### config.mk
export PLATFORM = sky130hd
export DESIGN_NAME = mine_place_ctrl_flat
export DESIGN_NICKNAME = d
export VERILOG_FILES = /design/src/rtl/mine_place_ctrl_pkg.sv /design/src/rtl/mine_place_ctrl_if.sv /design/src/rtl/mine_place_ctrl_lcg_step.sv /design/src/rtl/mine_place_ctrl.sv /design/src/flat_wrapper.sv
export SDC_FILE = /design/constraint.sdc
export NUM_CORES = 1
export LEC_CHECK = 0
export ABC_AREA = 0
export ABC_CLOCK_PERIOD_IN_PS = 79900
export CAP_MARGIN = 30
export CORE_MARGIN = 2
export CORE_UTILIZATION = 61
export CTS_CLUSTER_DIAMETER = 60
export DETAILED_ROUTE_END_ITERATION = 6
export PLACE_DENSITY = 0.78
export SKIP_CTS_REPAIR_TIMING = 1
export SYNTH_ARGS = -nofsm -noshare
export SYNTH_HDL_FRONTEND = slang
export SYNTH_SLANG_ARGS = --single-unit
### constraint.sdc
create_clock -name in_clka -period 79.9 [get_ports in_clka]
set_clock_uncertainty 0.2 [all_clocks]
set_input_delay 11.985 -clock in_clka [delete_from_list [all_inputs] [get_ports in_clka]]
set_output_delay 11.985 -clock in_clka [all_outputs]
set_load 0.05 [all_outputs]
### src/rtl/mine_place_ctrl_pkg.sv
// minesweeper_pkg: shared constants and the sequencer state type for the
// mine placement logic. No ports.
package minesweeper_pkg;

  localparam int CELLS     = 25;   // 5x5 board
  localparam int IDX_W     = 5;    // cell index / mine count width
  localparam int DATA_W    = 8;    // LCG state and parameter width
  localparam int TRY_W     = 8;    // attempt counter width
  localparam int MAX_TRIES = 255;  // attempts per run before giving up

  typedef enum logic [1:0] {
    IDLE = 2'd0,
    RUN  = 2'd1,
    DONE = 2'd2,
    ERR  = 2'd3
  } state_t;

endpackage

### src/rtl/mine_place_ctrl_if.sv
// mine_place_ctrl_if: request/parameter and result bundle between the
// game-control FSM (master) and the mine placement sequencer (slave).
//   in_start, in_seed, in_mult, in_increment, in_modulus, in_mine_num : request
//   in_safe_cell : excluded cell (only when MINE_SAFE_CELL_EN is defined)
//   out_mines, out_busy, out_done, out_error : result / status
interface mine_place_ctrl_if import minesweeper_pkg::*; ();

  logic              in_start;
  logic [DATA_W-1:0] in_seed;
  logic [DATA_W-1:0] in_mult;
  logic [DATA_W-1:0] in_increment;
  logic [DATA_W-1:0] in_modulus;
  logic [IDX_W-1:0]  in_mine_num;
`ifdef MINE_SAFE_CELL_EN
  logic [IDX_W-1:0]  in_safe_cell;
`endif
  logic [CELLS-1:0]  out_mines;
  logic              out_busy;
  logic              out_done;
  logic              out_error;

  modport master (
    output in_start, in_seed, in_mult, in_increment, in_modulus, in_mine_num,
`ifdef MINE_SAFE_CELL_EN
    output in_safe_cell,
`endif
    input  out_mines, out_busy, out_done, out_error
  );

  modport slave (
    input  in_start, in_seed, in_mult, in_increment, in_modulus, in_mine_num,
`ifdef MINE_SAFE_CELL_EN
    input  in_safe_cell,
`endif
    output out_mines, out_busy, out_done, out_error
  );

endinterface

### src/rtl/mine_place_ctrl_lcg_step.sv
// lcg_step: one combinational LCG step, xn = (a*x + c) mod m, plus the board
// cell it maps to, idx = xn mod CELLS.
//   x, a, c, m : current state and parameters (DATA_W each)
//   xn         : next state (DATA_W)
//   idx        : cell index, always < CELLS (IDX_W)
module lcg_step import minesweeper_pkg::*; (
  input  logic [DATA_W-1:0] x,
  input  logic [DATA_W-1:0] a,
  input  logic [DATA_W-1:0] c,
  input  logic [DATA_W-1:0] m,
  output logic [DATA_W-1:0] xn,
  output logic [IDX_W-1:0]  idx
);

  logic [2*DATA_W-1:0] prod;
  logic [2*DATA_W:0]   sum;
  logic [2*DATA_W:0]   divisor;

  always_comb begin
    prod    = (2*DATA_W)'(x) * (2*DATA_W)'(a);
    sum     = (2*DATA_W+1)'(prod) + (2*DATA_W+1)'(c);
    // m == 0 never reaches RUN; substitute 1 so the divider is always defined.
    divisor = (m == '0) ? (2*DATA_W+1)'(1) : (2*DATA_W+1)'(m);
    xn      = DATA_W'(sum % divisor);
    idx     = IDX_W'(xn % DATA_W'(CELLS));
  end

endmodule

### src/rtl/mine_place_ctrl.sv
// mine_place_ctrl: places in_mine_num distinct mines on the board using an
// LCG, one attempt per clock, and reports the bitmap on out_mines.
//   in_clka  : clock
//   in_reset : asynchronous active-high reset
//   bus      : mine_place_ctrl_if.slave (request parameters in, result out)
// Optional build macro MINE_SAFE_CELL_EN adds in_safe_cell, a cell that is
// never mined.
//
// state | meaning
// IDLE  | after reset, waiting for start
// RUN   | one LCG attempt per clock
// DONE  | requested mines placed, bitmap held
// ERR   | bad parameters or attempt budget exhausted, bitmap cleared
module mine_place_ctrl import minesweeper_pkg::*; (
  input logic              in_clka,
  input logic              in_reset,
  mine_place_ctrl_if.slave bus
);

  state_t            state, state_n;
  logic [DATA_W-1:0] x, x_n, a, a_n, c, c_n, m, m_n;
  logic [IDX_W-1:0]  num, num_n, count, count_n;
  logic [TRY_W-1:0]  tries, tries_n;
  logic [CELLS-1:0]  mines, mines_n;
  logic [DATA_W-1:0] xn;
  logic [IDX_W-1:0]  idx;
  logic              param_err;
  logic              eligible;

`ifdef MINE_SAFE_CELL_EN
  logic [IDX_W-1:0]  safe, safe_n;
  assign param_err = (bus.in_modulus == '0) ||
                     (bus.in_mine_num > IDX_W'(CELLS - 1)) ||
                     (bus.in_safe_cell >= IDX_W'(CELLS));
  assign eligible  = (idx != safe);
`else
  assign param_err = (bus.in_modulus == '0) || (bus.in_mine_num > IDX_W'(CELLS));
  assign eligible  = 1'b1;
`endif

  lcg_step u_lcg (.x(x), .a(a), .c(c), .m(m), .xn(xn), .idx(idx));

  always_ff @(posedge in_clka or posedge in_reset) begin
    if (in_reset) begin
      state <= IDLE;
      x     <= '0;
      a     <= '0;
      c     <= '0;
      m     <= '0;
      num   <= '0;
      count <= '0;
      tries <= '0;
      mines <= '0;
`ifdef MINE_SAFE_CELL_EN
      safe  <= '0;
`endif
    end else begin
      state <= state_n;
      x     <= x_n;
      a     <= a_n;
      c     <= c_n;
      m     <= m_n;
      num   <= num_n;
      count <= count_n;
      tries <= tries_n;
      mines <= mines_n;
`ifdef MINE_SAFE_CELL_EN
      safe  <= safe_n;
`endif
    end
  end

  always_comb begin
    state_n = state;
    x_n     = x;
    a_n     = a;
    c_n     = c;
    m_n     = m;
    num_n   = num;
    count_n = count;
    tries_n = tries;
    mines_n = mines;
`ifdef MINE_SAFE_CELL_EN
    safe_n  = safe;
`endif
    case (state)
      RUN: begin
        x_n     = xn;
        tries_n = tries + TRY_W'(1);
        if (!mines[idx] && eligible) begin
          mines_n[idx] = 1'b1;
          count_n      = count + IDX_W'(1);
        end
        // Reaching the target on the last allowed try still counts as success.
        if (count_n == num) begin
          state_n = DONE;
        end else if (tries_n == TRY_W'(MAX_TRIES)) begin
          state_n = ERR;
          mines_n = '0;
        end
      end
      default: begin
        if (bus.in_start) begin
          x_n     = bus.in_seed;
          a_n     = bus.in_mult;
          c_n     = bus.in_increment;
          m_n     = bus.in_modulus;
          num_n   = bus.in_mine_num;
`ifdef MINE_SAFE_CELL_EN
          safe_n  = bus.in_safe_cell;
`endif
          mines_n = '0;
          count_n = '0;
          tries_n = '0;
          if (param_err)                state_n = ERR;
          else if (bus.in_mine_num == '0) state_n = DONE;
          else                          state_n = RUN;
        end
      end
    endcase
  end

  assign bus.out_mines = mines;
  assign bus.out_busy  = (state == RUN);
  assign bus.out_done  = (state == DONE);
  assign bus.out_error = (state == ERR);

endmodule

### src/flat_wrapper.sv
// flat-port wrapper written by rule: the top's interface ports become plain ports
module mine_place_ctrl_flat import minesweeper_pkg::*;
  (in_clka, in_reset, bus_in_start, bus_in_seed, bus_in_mult, bus_in_increment, bus_in_modulus, bus_in_mine_num, bus_out_mines, bus_out_busy, bus_out_done, bus_out_error);
  mine_place_ctrl_if bus_i ();
  input logic in_clka;
  input logic in_reset;
  input wire logic [$bits(bus_i.in_start)-1:0] bus_in_start;
  input wire logic [$bits(bus_i.in_seed)-1:0] bus_in_seed;
  input wire logic [$bits(bus_i.in_mult)-1:0] bus_in_mult;
  input wire logic [$bits(bus_i.in_increment)-1:0] bus_in_increment;
  input wire logic [$bits(bus_i.in_modulus)-1:0] bus_in_modulus;
  input wire logic [$bits(bus_i.in_mine_num)-1:0] bus_in_mine_num;
  output wire logic [$bits(bus_i.out_mines)-1:0] bus_out_mines;
  output wire logic [$bits(bus_i.out_busy)-1:0] bus_out_busy;
  output wire logic [$bits(bus_i.out_done)-1:0] bus_out_done;
  output wire logic [$bits(bus_i.out_error)-1:0] bus_out_error;
  assign bus_i.in_start = bus_in_start;
  assign bus_i.in_seed = bus_in_seed;
  assign bus_i.in_mult = bus_in_mult;
  assign bus_i.in_increment = bus_in_increment;
  assign bus_i.in_modulus = bus_in_modulus;
  assign bus_i.in_mine_num = bus_in_mine_num;
  assign bus_out_mines = bus_i.out_mines;
  assign bus_out_busy = bus_i.out_busy;
  assign bus_out_done = bus_i.out_done;
  assign bus_out_error = bus_i.out_error;
  mine_place_ctrl u_core (.in_clka(in_clka), .in_reset(in_reset), .bus(bus_i));
endmodule
# Yosys cells after proc, flatten, opt, wreduce, memory -nomap -nowiden
# Index checks and enable logic that the tools add are counted.
word_totals:
  regBits: 77
  in_bits: 40
  word_cells: 58
op_classes:
  add_sub_neg: 3
  n_mul: 1
  muxes: 24
  n_eq_ne: 6
  n_lt_le_gt_ge: 3
  n_bitwise: 2
  n_div: 2
  reduce_logical: 8
ops:
  columns: ["operator", "n"]
  rows:
  - ["$mux W25", 5]
  - ["$mux W8", 5]
  - ["$or A25 B25 Y25", 1]
  - ["$mux W5", 4]
  - ["$add A16 B8 Y17", 1]
  - ["$mod A17 B17 Y17", 1]
  - ["$logic_not A8 Y1", 2]
  - ["$mul A8 B8 Y16", 1]
  - ["$mux W2", 6]
  - ["$add A8 B1 Y8 const B", 1]
  - ["$eq A8 B8 Y1 const B", 1]
  - ["$mod A8 B5 Y8 const B", 1]
  - ["$lt A5 B6 Y1 const B", 1]
  - ["$add A5 B1 Y5 const B", 1]
  - ["$bmux W1 S5", 1]
  - ["$demux W1 S5", 1]
  - ["$eq A5 B5 Y1", 1]
  - ["$ge A5 B1 Y1 const B", 1]
  - ["$gt A5 B5 Y1 const B", 1]
  - ["$logic_not A5 Y1", 1]
  - ["$eq A2 B2 Y1 const B", 2]
  - ["$reduce_and A2 Y1", 2]
  - ["$ne A3 B1 Y1 const B", 1]
  - ["$eq A2 B1 Y1 const B", 1]
  - ["5 further kinds", 6]

# Longest topological paths before layout
# Gate-level depths: netlist (run 1).
logic_depth:
  ltp_word: 13
  ltp_mapped: 223
  ltp_nobuf: 208

# By module
# A second synthesis (run 1) with hierarchy kept.
unflattened:
  hier_cells: 1727
  area_unflattened_um2: 14107.3
modules_own_cells:
  columns: ["mod", "instances", "area_per_inst_um2", "seq_area_each_um2", "cells_per_inst"]
  rows:
  - ["lcg_step", 1, 10323.7, 0.0, 1386]
  - ["mine_place_ctrl", 1, 3783.6, 1926.8, 341]

# Worst setup path after synthesis (run 1)
# OpenSTA, ideal clock, no wires.
synth_timing:
  kind: "register to register"
  start: "register u_core.x[5]"
  end: "register u_core.mines[13], in the netlist u_core.bus.out_mines[13]"
  slack_ps: 36698
  required_time_ps: 79564
  period_less_slack_ps: 43202
  n_path_buf: 15
  setup_time_ps: 136
  stages_incl_launch_ff: 209
  arrival_ps: 42866
  path_cell_list: "dfrtp_1 > clkbuf_1 > and2_1 > fa_1 > fa_1 > fa_1 > inv_1 > fa_1 > inv_1 > ha_1 > clkbuf_1 > a21oi_2 > o211ai_1 > a21oi_2 > a21oi_1 > xor2_1 > ha_1 > nor2b_1 > [... 173 more ...] > a21bo_2 > a32oi_2 > xnor2_1 > inv_2 > buf_4 > ha_1 > clkbuf_1 > o22ai_1 > nand2_1 > o21ai_0 > a2111o_1 > o31a_1 > a2111oi_4 > a31oi_1 > o221a_4 > a21boi_4 > buf_6 > a211oi_1"
synth_between:
  elab_chain_cells: 13
synth_lines:
  columns: ["element", "line_no", "source"]
  rows:
  - ["start: declaration", "mine_place_ctrl.sv:21", "logic [DATA_W-1:0] x, x_n, a, a_n, c, c_n, m, m_n;"]
  - ["start signal: assignment", "mine_place_ctrl.sv:59", "x <= x_n;"]
  - ["$mul A8 B8 Y16 (*)", "mine_place_ctrl_lcg_step.sv:20", "prod = (2*DATA_W)'(x) * (2*DATA_W)'(a);"]
  - ["$add A16 B8 Y17 (*)", "mine_place_ctrl_lcg_step.sv:21", "sum = (2*DATA_W+1)'(prod) + (2*DATA_W+1)'(c);"]
  - ["$mod A17 B17 Y17 (*)", "mine_place_ctrl_lcg_step.sv:24", "xn = DATA_W'(sum % divisor);"]
  - ["$mod A8 B5 Y8 (*)", "mine_place_ctrl_lcg_step.sv:25", "idx = IDX_W'(xn % DATA_W'(CELLS));"]
  - ["$lt A5 B6 Y1 (not written as such) or $ge A5 B1 Y1 (tied branches)", "mine_place_ctrl.sv:91", "mines_n[idx] = 1'b1;"]
  - ["$logic_and A1 B1 Y1 (not written as such)", "mine_place_ctrl.sv:91", null]
  - ["$mux W1 (not written as such)", "mine_place_ctrl.sv:91", null]
  - ["$demux W1 S5", null, null]
  - ["$or A25 B25 Y25 (no line)", null, null]
  - ["$mux W25", "mine_place_ctrl.sv:90", "if (!mines[idx] && eligible) begin"]
  - ["$mux W25", "mine_place_ctrl.sv:97", "end else if (tries_n == TRY_W'(MAX_TRIES)) begin"]
  - ["$mux W25 (*)", "mine_place_ctrl.sv:95", "if (count_n == num) begin"]
  - ["$mux W25 (*)", "mine_place_ctrl.sv:86", "case (state)"]
  - ["end signal: assignment", "mine_place_ctrl.sv:66", "mines <= mines_n;"]
  - ["end: declaration", "mine_place_ctrl.sv:24", "logic [CELLS-1:0] mines, mines_n;"]
# Every way passes the cells marked *; elsewhere a longest branch is shown, timed or not. The select of a mux whose other input is x is not followed.
# A chain may end at the register's enable or synchronous reset.

# Worst setup path after layout (run 1)
layout_timing:
  start: "register u_core.x[7]"
  end: "register u_core.mines[22], in the netlist u_core.bus.out_mines[22]"
# Same word-level chain as after synthesis.

==> results of run 1 <==
state kept, by name, summed over array words and instances (netlist names):
signal and count:
u_core.a 8, u_core.bus.out_mines 25, u_core.state 2, u_core.tries 8, u_core.m 8, u_core.num 5
u_core.x 8, u_core.c 8, u_core.count 5
per-stage QoR:
stage / worst slack (ns) / utilization / hold slack, ns / cells
after floorplan: 36.70 / - / 0.2429 / 1964
after global placement: 31.69 / 0.6534 / 0.2673 / 2316
after detailed placement: 30.14 / 0.6547 / 0.2752 / 2318
after CTS: 29.85 / 0.6674 / 0.2887 / 2334
after global routing: 25.33 / 0.6674 / 0.3233 / 2334
final: 28.83 / 0.6674 / 0.2985 / 2334
metal layers:
layer | wire length [um] | part of all wire | up-vias | global-route usage
met5 | 0 | 0 | - | 0
li1 | - | - | 7376 | -
met4 | 1639 | 0.035 | 0 | 0.1335
met1 | 20240 | 0.43 | 7494 | 0.4580
met2 | 22150 | 0.47 | 694 | 0.6043
met3 | 3219 | 0.068 | 139 | 0.03911
synthesized netlist by cell type, types with 14 or more instances:
master    count
nor2_1      184
nand2_1     156
ha_1        155
inv_1       118
a21oi_1     115
o21ai_0     105
nor3_1       80
dfrtp_1      77
mux2_2       66
and2_1       63
o21a_1       49
nand3_1      48
fa_1         45
a21o_1       42
mux2i_1      42
xnor2_1      40
clkbuf_1     35
a211oi_1     33
xor2_1       33
or3_1        23
nor2b_1      22
a31oi_1      20
a211oi_2     19
nand4_1      19
nor4_1       18
o211ai_1     18
or2_2        18
nand2b_1     17
o31ai_1      17
o21ai_1      14
final cells by class:
| type | count | share of cell area |
|---|---|---|
| inverter | 124 | 0.02793 |
| timing repair buffer | 81 | 0.04748 |
| clock inverter | 7 | 0.005467 |
| multi-input combinational | 1706 | 0.7656 |
| clock buffer | 9 | 0.01348 |
| tap | 330 | 0.02471 |
| sequential | 77 | 0.1153 |
worst max-delay path by stage:
stage	startpoint	endpoint	slack (ns)	cells past startpoint
floorplan	u_core.x[5]$_DFFE_PP0P_	u_core.bus.out_mines[13]$_DFFE_PP0P_	36.70	208
global placement	u_core.x[5]$_DFFE_PP0P_	u_core.bus.out_mines[23]$_DFFE_PP0P_	31.69	197
detailed placement	u_core.x[2]$_DFFE_PP0P_	u_core.bus.out_mines[3]$_DFFE_PP0P_	30.14	197
CTS	u_core.x[2]$_DFFE_PP0P_	u_core.bus.out_mines[22]$_DFFE_PP0P_	29.85	197
global route	u_core.x[2]$_DFFE_PP0P_	u_core.bus.out_mines[3]$_DFFE_PP0P_	25.33	200
finish	u_core.x[7]$_DFFE_PP0P_	u_core.bus.out_mines[22]$_DFFE_PP0P_	28.83	197
cell families after synthesis:
| group | Yosys count | synth area share |
|---|---|---|
| muxes | 115 | 0.08243 |
| adders and majority gates | 200 | 0.1836 |
| xor gates and xnor gates | 73 | 0.04134 |
| and+or+nand+nor | 720 | 0.2384 |
| buffers and inverters | 181 | 0.04837 |
| DFF | 77 | 0.1246 |
| AOI/OAI and AO/OA | 598 | 0.2813 |
==> results.json, run 1 <==
{
  "detailed_place_hpwl_um": 37240,
  "grt_usage": 0.3532,
  "cts_made_buffers": 9,
  "critPathMaxFanout": 25,
  "min_from": "u_core.tries[7]$_DFFE_PP0P_",
  "slowest_delay_ns": 0.82,
  "holdPathEnd": "u_core.tries[7]$_DFFE_PP0P_",
  "clkLatencyLatePin_ns": 0.36,
  "portBuffers": 67,
  "syn_nets": 2204,
  "holdPathStages": 1,
  "antenna_found_initial": 0,
  "vias": 15700,
  "relSlewSlack": 0.2967,
  "tightestPinTransition_ns": 1.054,
  "tns_ns": 0,
  "diodes": 0,
  "place_area_um2": 16390,
  "ys_warn_count": 0,
  "final-seq-area_um2": 1927,
  "core_um2": 25040,
  "end_kind": "flip-flop",
  "row_count": 58,
  "first_pass_iters": 6,
  "cts.clk_slew.worst_paths_ns": 0.07,
  "cts_root_buf": "clkbuf_16",
  "cp_num_buf_inv": 10,
  "grt_pass1_wl_um": 76160,
  "r2r-end": "u_core.bus.out_mines[22]$_DFFE_PP0P_",
  "nets": 2239,
  "max_clock_freq_mhz": 19.58,
  "cp.required_ns": 79.89,
  "gp_congestion": 1.032,
  "critPathArrivalTime_ns": 51.05,
  "cts_tree": "built",
  "synth.largest_area_cell": "ha_1",
  "drv_slew": 0,
  "grt_start_max_net_pins": 46,
  "synth-async-reset-ratio": 1.000,
  "initial_core_util": 0.6178,
  "cts_max_path_buffers": 2,
  "crit_slowest_cell": "nor4b_2",
  "die_y_um": 163.2,
  "yosys.cell_types.count": 123,
  "num-fill-cells": 2228,
  "syn_area_per_cell_um2": 7.875,
  "max-cap-violations": 0,
  "synth-edff-count": 0,
  "ys_seq_area_frac": 0.1246,
  "status": "finished clean",
  "crit_path_start_kind": "flip-flop",
  "fin_crit_sh": 0.6391,
  "critical_path_class": "flip-flop to flip-flop",
  "drive_above_1_share": 0.1013,
  "totalWireLength_um": 47250,
  "htreeDepth": 3,
  "syn_inst": 1964,
  "via_per_inst": 6.728,
  "min_period_ns": 51.07,
  "rsz0062_at_grt": "false",
  "die_w_um": 163.2,
  "boundaryPins": 68,
  "synthTopCellsByArea": "ha_1 13%, dfrtp_1 12%, fa_1 5.8%",
  "cts.sinks": 77,
  "fin_area_um2": 16710,
  "finalHoldViolCount": 0,
  "ys.flop_type": "dfrtp_1",
  "crit_top_cell": "o21a_1",
  "ys_ff_latch": 77,
  "drc": 0,
  "cp_top_family": "compound AO/OA/AOI/OAI gates",
  "rrSetupSlack_ns": 28.83,
  "grt_pass1_vias": 15050,
  "final_common_cell": "nor2_1",
  "synth_top_area_frac": 0.1254,
  "drt_iter0_markers": 1456,
  "wl_per_cell_um": 20.24,
  "r2r-start": "u_core.x[7]$_DFFE_PP0P_",
  "final_cell_mix": "184 x nor2_1, 156 x nand2_1, 155 x ha_1",
  "hp-class": "flip-flop to flip-flop",
  "multi_input_area_um2": 12790,
  "grt-ovfl-total": 0,
  "syn_to_final_growth_pct": 8.024,
  "dieArea_um2": 26650,
  "worst_r2r_path_depth": 197,
  "antenna_left": 0,
  "setup_viol": 0,
  "synth_area_um2": 15470
}
Power of run 1 is left out: the tool's default activity adds up to more than one toggle a clock period on the data nets, which glitch-free logic cannot reach.
==> run 2: changes to the inputs <==
--- a/config.mk
+++ b/config.mk
@@ -6,10 +6,10 @@
 export NUM_CORES = 1
 export LEC_CHECK = 0
 export ABC_AREA = 0
-export ABC_CLOCK_PERIOD_IN_PS = 79900
+export ABC_CLOCK_PERIOD_IN_PS = 44100
 export CAP_MARGIN = 30
 export CORE_MARGIN = 2
-export CORE_UTILIZATION = 61
+export CORE_UTILIZATION = 58
 export CTS_CLUSTER_DIAMETER = 60
 export DETAILED_ROUTE_END_ITERATION = 6
 export PLACE_DENSITY = 0.78
==> constraint.sdc (replaced) <==
create_clock -name in_clka -period 44.1 [get_ports in_clka]
set_clock_uncertainty 0.2 [all_clocks]
set_input_delay 6.615 -clock in_clka [delete_from_list [all_inputs] [get_ports in_clka]]
set_output_delay 6.615 -clock in_clka [all_outputs]
set_load 0.05 [all_outputs]
==> results.json, run 2 (synthesized netlist as in run 1, its figures left out) <==
{
  "final_cell_mix": "177 x nor2_1, 153 x nand2_1, 141 x ha_1",
  "via_per_inst": 6.753,
  "finish.utilization": 0.7019,
  "drt_iter0_markers": 1790,
  "cts_root_buf": "clkbuf_16",
  "syn_to_final_growth_pct": 18.58,
  "critPathMaxFanout": 9,
  "max_clock_freq_mhz": 23.41,
  "num-fill-cells": 2068,
  "core_um2": 26130,
  "tightestPinTransition_ns": 1.153,
  "diodes": 0,
  "max-cap-violations": 0,
  "relSlewSlack": 0.2305,
  "multi_input_area_um2": 13660,
  "status": "complete, but fails checks",
  "cts_tree": "built",
  "initial_core_util": 0.5919,
  "cts.clk_slew.worst_paths_ns": 0.07,
  "dieArea_um2": 27990,
  "grt_pass1_wl_um": 76690,
  "antenna_found_initial": 1,
  "portBuffers": 67,
  "grt_start_max_net_pins": 71,
  "cts_made_buffers": 9,
  "antenna_left": 0,
  "cts_max_path_buffers": 2,
  "gp_congestion": 1.052,
  "nets": 2338,
  "cts.sinks": 77,
  "rrSetupSlack_ns": 1.39,
  "wl_per_cell_um": 20.36,
  "cp.required_ns": 44.12,
  "totalWireLength_um": 49640,
  "critical_path_class": "flip-flop to flip-flop",
  "finalHoldViolCount": 0,
  "largest_register_ffs": 25,
  "vias": 16460,
  "crit_top_cell": "o21a_1",
  "grt-ovfl-total": 0,
  "final-seq-area_um2": 1944,
  "min_period_ns": 42.71,
  "slowest_delay_ns": 0.54,
  "drv_slew": 0,
  "crit_slowest_cell": "fa_1",
  "first_pass_iters": 7,
  "critPathArrivalTime_ns": 42.73,
  "final_common_cell": "nor2_1",
  "boundaryPins": 68,
  "row_count": 59,
  "die_y_um": 167.3,
  "detailed_place_hpwl_um": 37000,
  "failed_checks": "design-rule violations",
  "grt_pass1_vias": 15320,
  "htreeDepth": 3,
  "grt_usage": 0.3301,
  "clkLatencyLatePin_ns": 0.35,
  "drc": 2,
  "hp-class": "flip-flop to flip-flop",
  "end_kind": "flip-flop",
  "setup_viol": 0,
  "die_w_um": 167.3,
  "crit_path_start_kind": "flip-flop",
  "fin_crit_sh": 0.9685,
  "drive_above_1_share": 0.2035
}
[run 2: changes by cell type in the layout (fill, tap and decap cells not counted), moves of 8 or more]
cell,delta
ha_4,+12
dfrtp_1,-14
buf_4,+93
o21ai_0,-9
mux2i_1,-9
nor3_1,-8
ha_1,-14
a21oi_1,-15
dfrtp_2,+14
a21oi_2,+10
[run 2: metal layers]
layer / GRT usage / part of all wire
met4: 0.1134 / 0.034
met5: 0 / 0
met3: 0.04703 / 0.082
met1: 0.4459 / 0.42
met2: 0.5427 / 0.47
[run 2: area by class of cell]
| class | count | area share |
|---|---|---|
| Clock buffer | 9 | 0.01228 |
| Clock inverter | 7 | 0.004229 |
| Inverter | 124 | 0.02545 |
| Multi-Input combinational cell | 1707 | 0.7448 |
| Sequential cell | 77 | 0.1060 |
| Tap cell | 335 | 0.02285 |
| Timing Repair Buffer | 179 | 0.08438 |
[run 2: worst max-delay path, delay by kind of cell (launching register included)]
family / cells / cell delay [ns]
buf+inv: 19 / 2.42
mux: 10 / 2.90
compound gates: 99 / 20.48
fa+ha+maj: 23 / 7.49
simple gates: 53 / 8.47
xor+xnor: 1 / 0.16
flops: 1 / 0.42
[run 2: final timing paths]
check | from | to | cells past startpoint
setup / recovery | u_core.x[5]$_DFFE_PP0P_ | u_core.bus.out_mines[21]$_DFFE_PP0P_ | 205
hold / removal | u_core.tries[7]$_DFFE_PP0P_ | u_core.tries[7]$_DFFE_PP0P_ | 1
setup reg to reg | u_core.x[5]$_DFFE_PP0P_ | u_core.bus.out_mines[21]$_DFFE_PP0P_ | 205
hold reg to reg | u_core.tries[7]$_DFFE_PP0P_ | u_core.tries[7]$_DFFE_PP0P_ | 1
max in group asynchronous | in_reset | u_core.a[7]$_DFFE_PP0P_ | 4
min in group asynchronous | in_reset | u_core.m[4]$_DFFE_PP0P_ | 3
[run 2: through the flow]
step	cell area, um^2	std cells	worst slack [ns]	hold WS, ns	setup TNS (ns)
5_1_grt	18340	2438	-0.5680	0.3166	-13.39
3_5_place_dp	16770	2372	-1.587	0.2795	-45.77
3_3_place_gp	16730	2370	-0.1905	0.2643	-3.515
4_1_cts	17070	2388	-1.827	0.2922	-53.64
2_1_floorplan	15470	1964	0.8976	0.2429	0
6_report	18340	2438	1.389	0.2956	0
Power of run 2 is left out for the same reason.
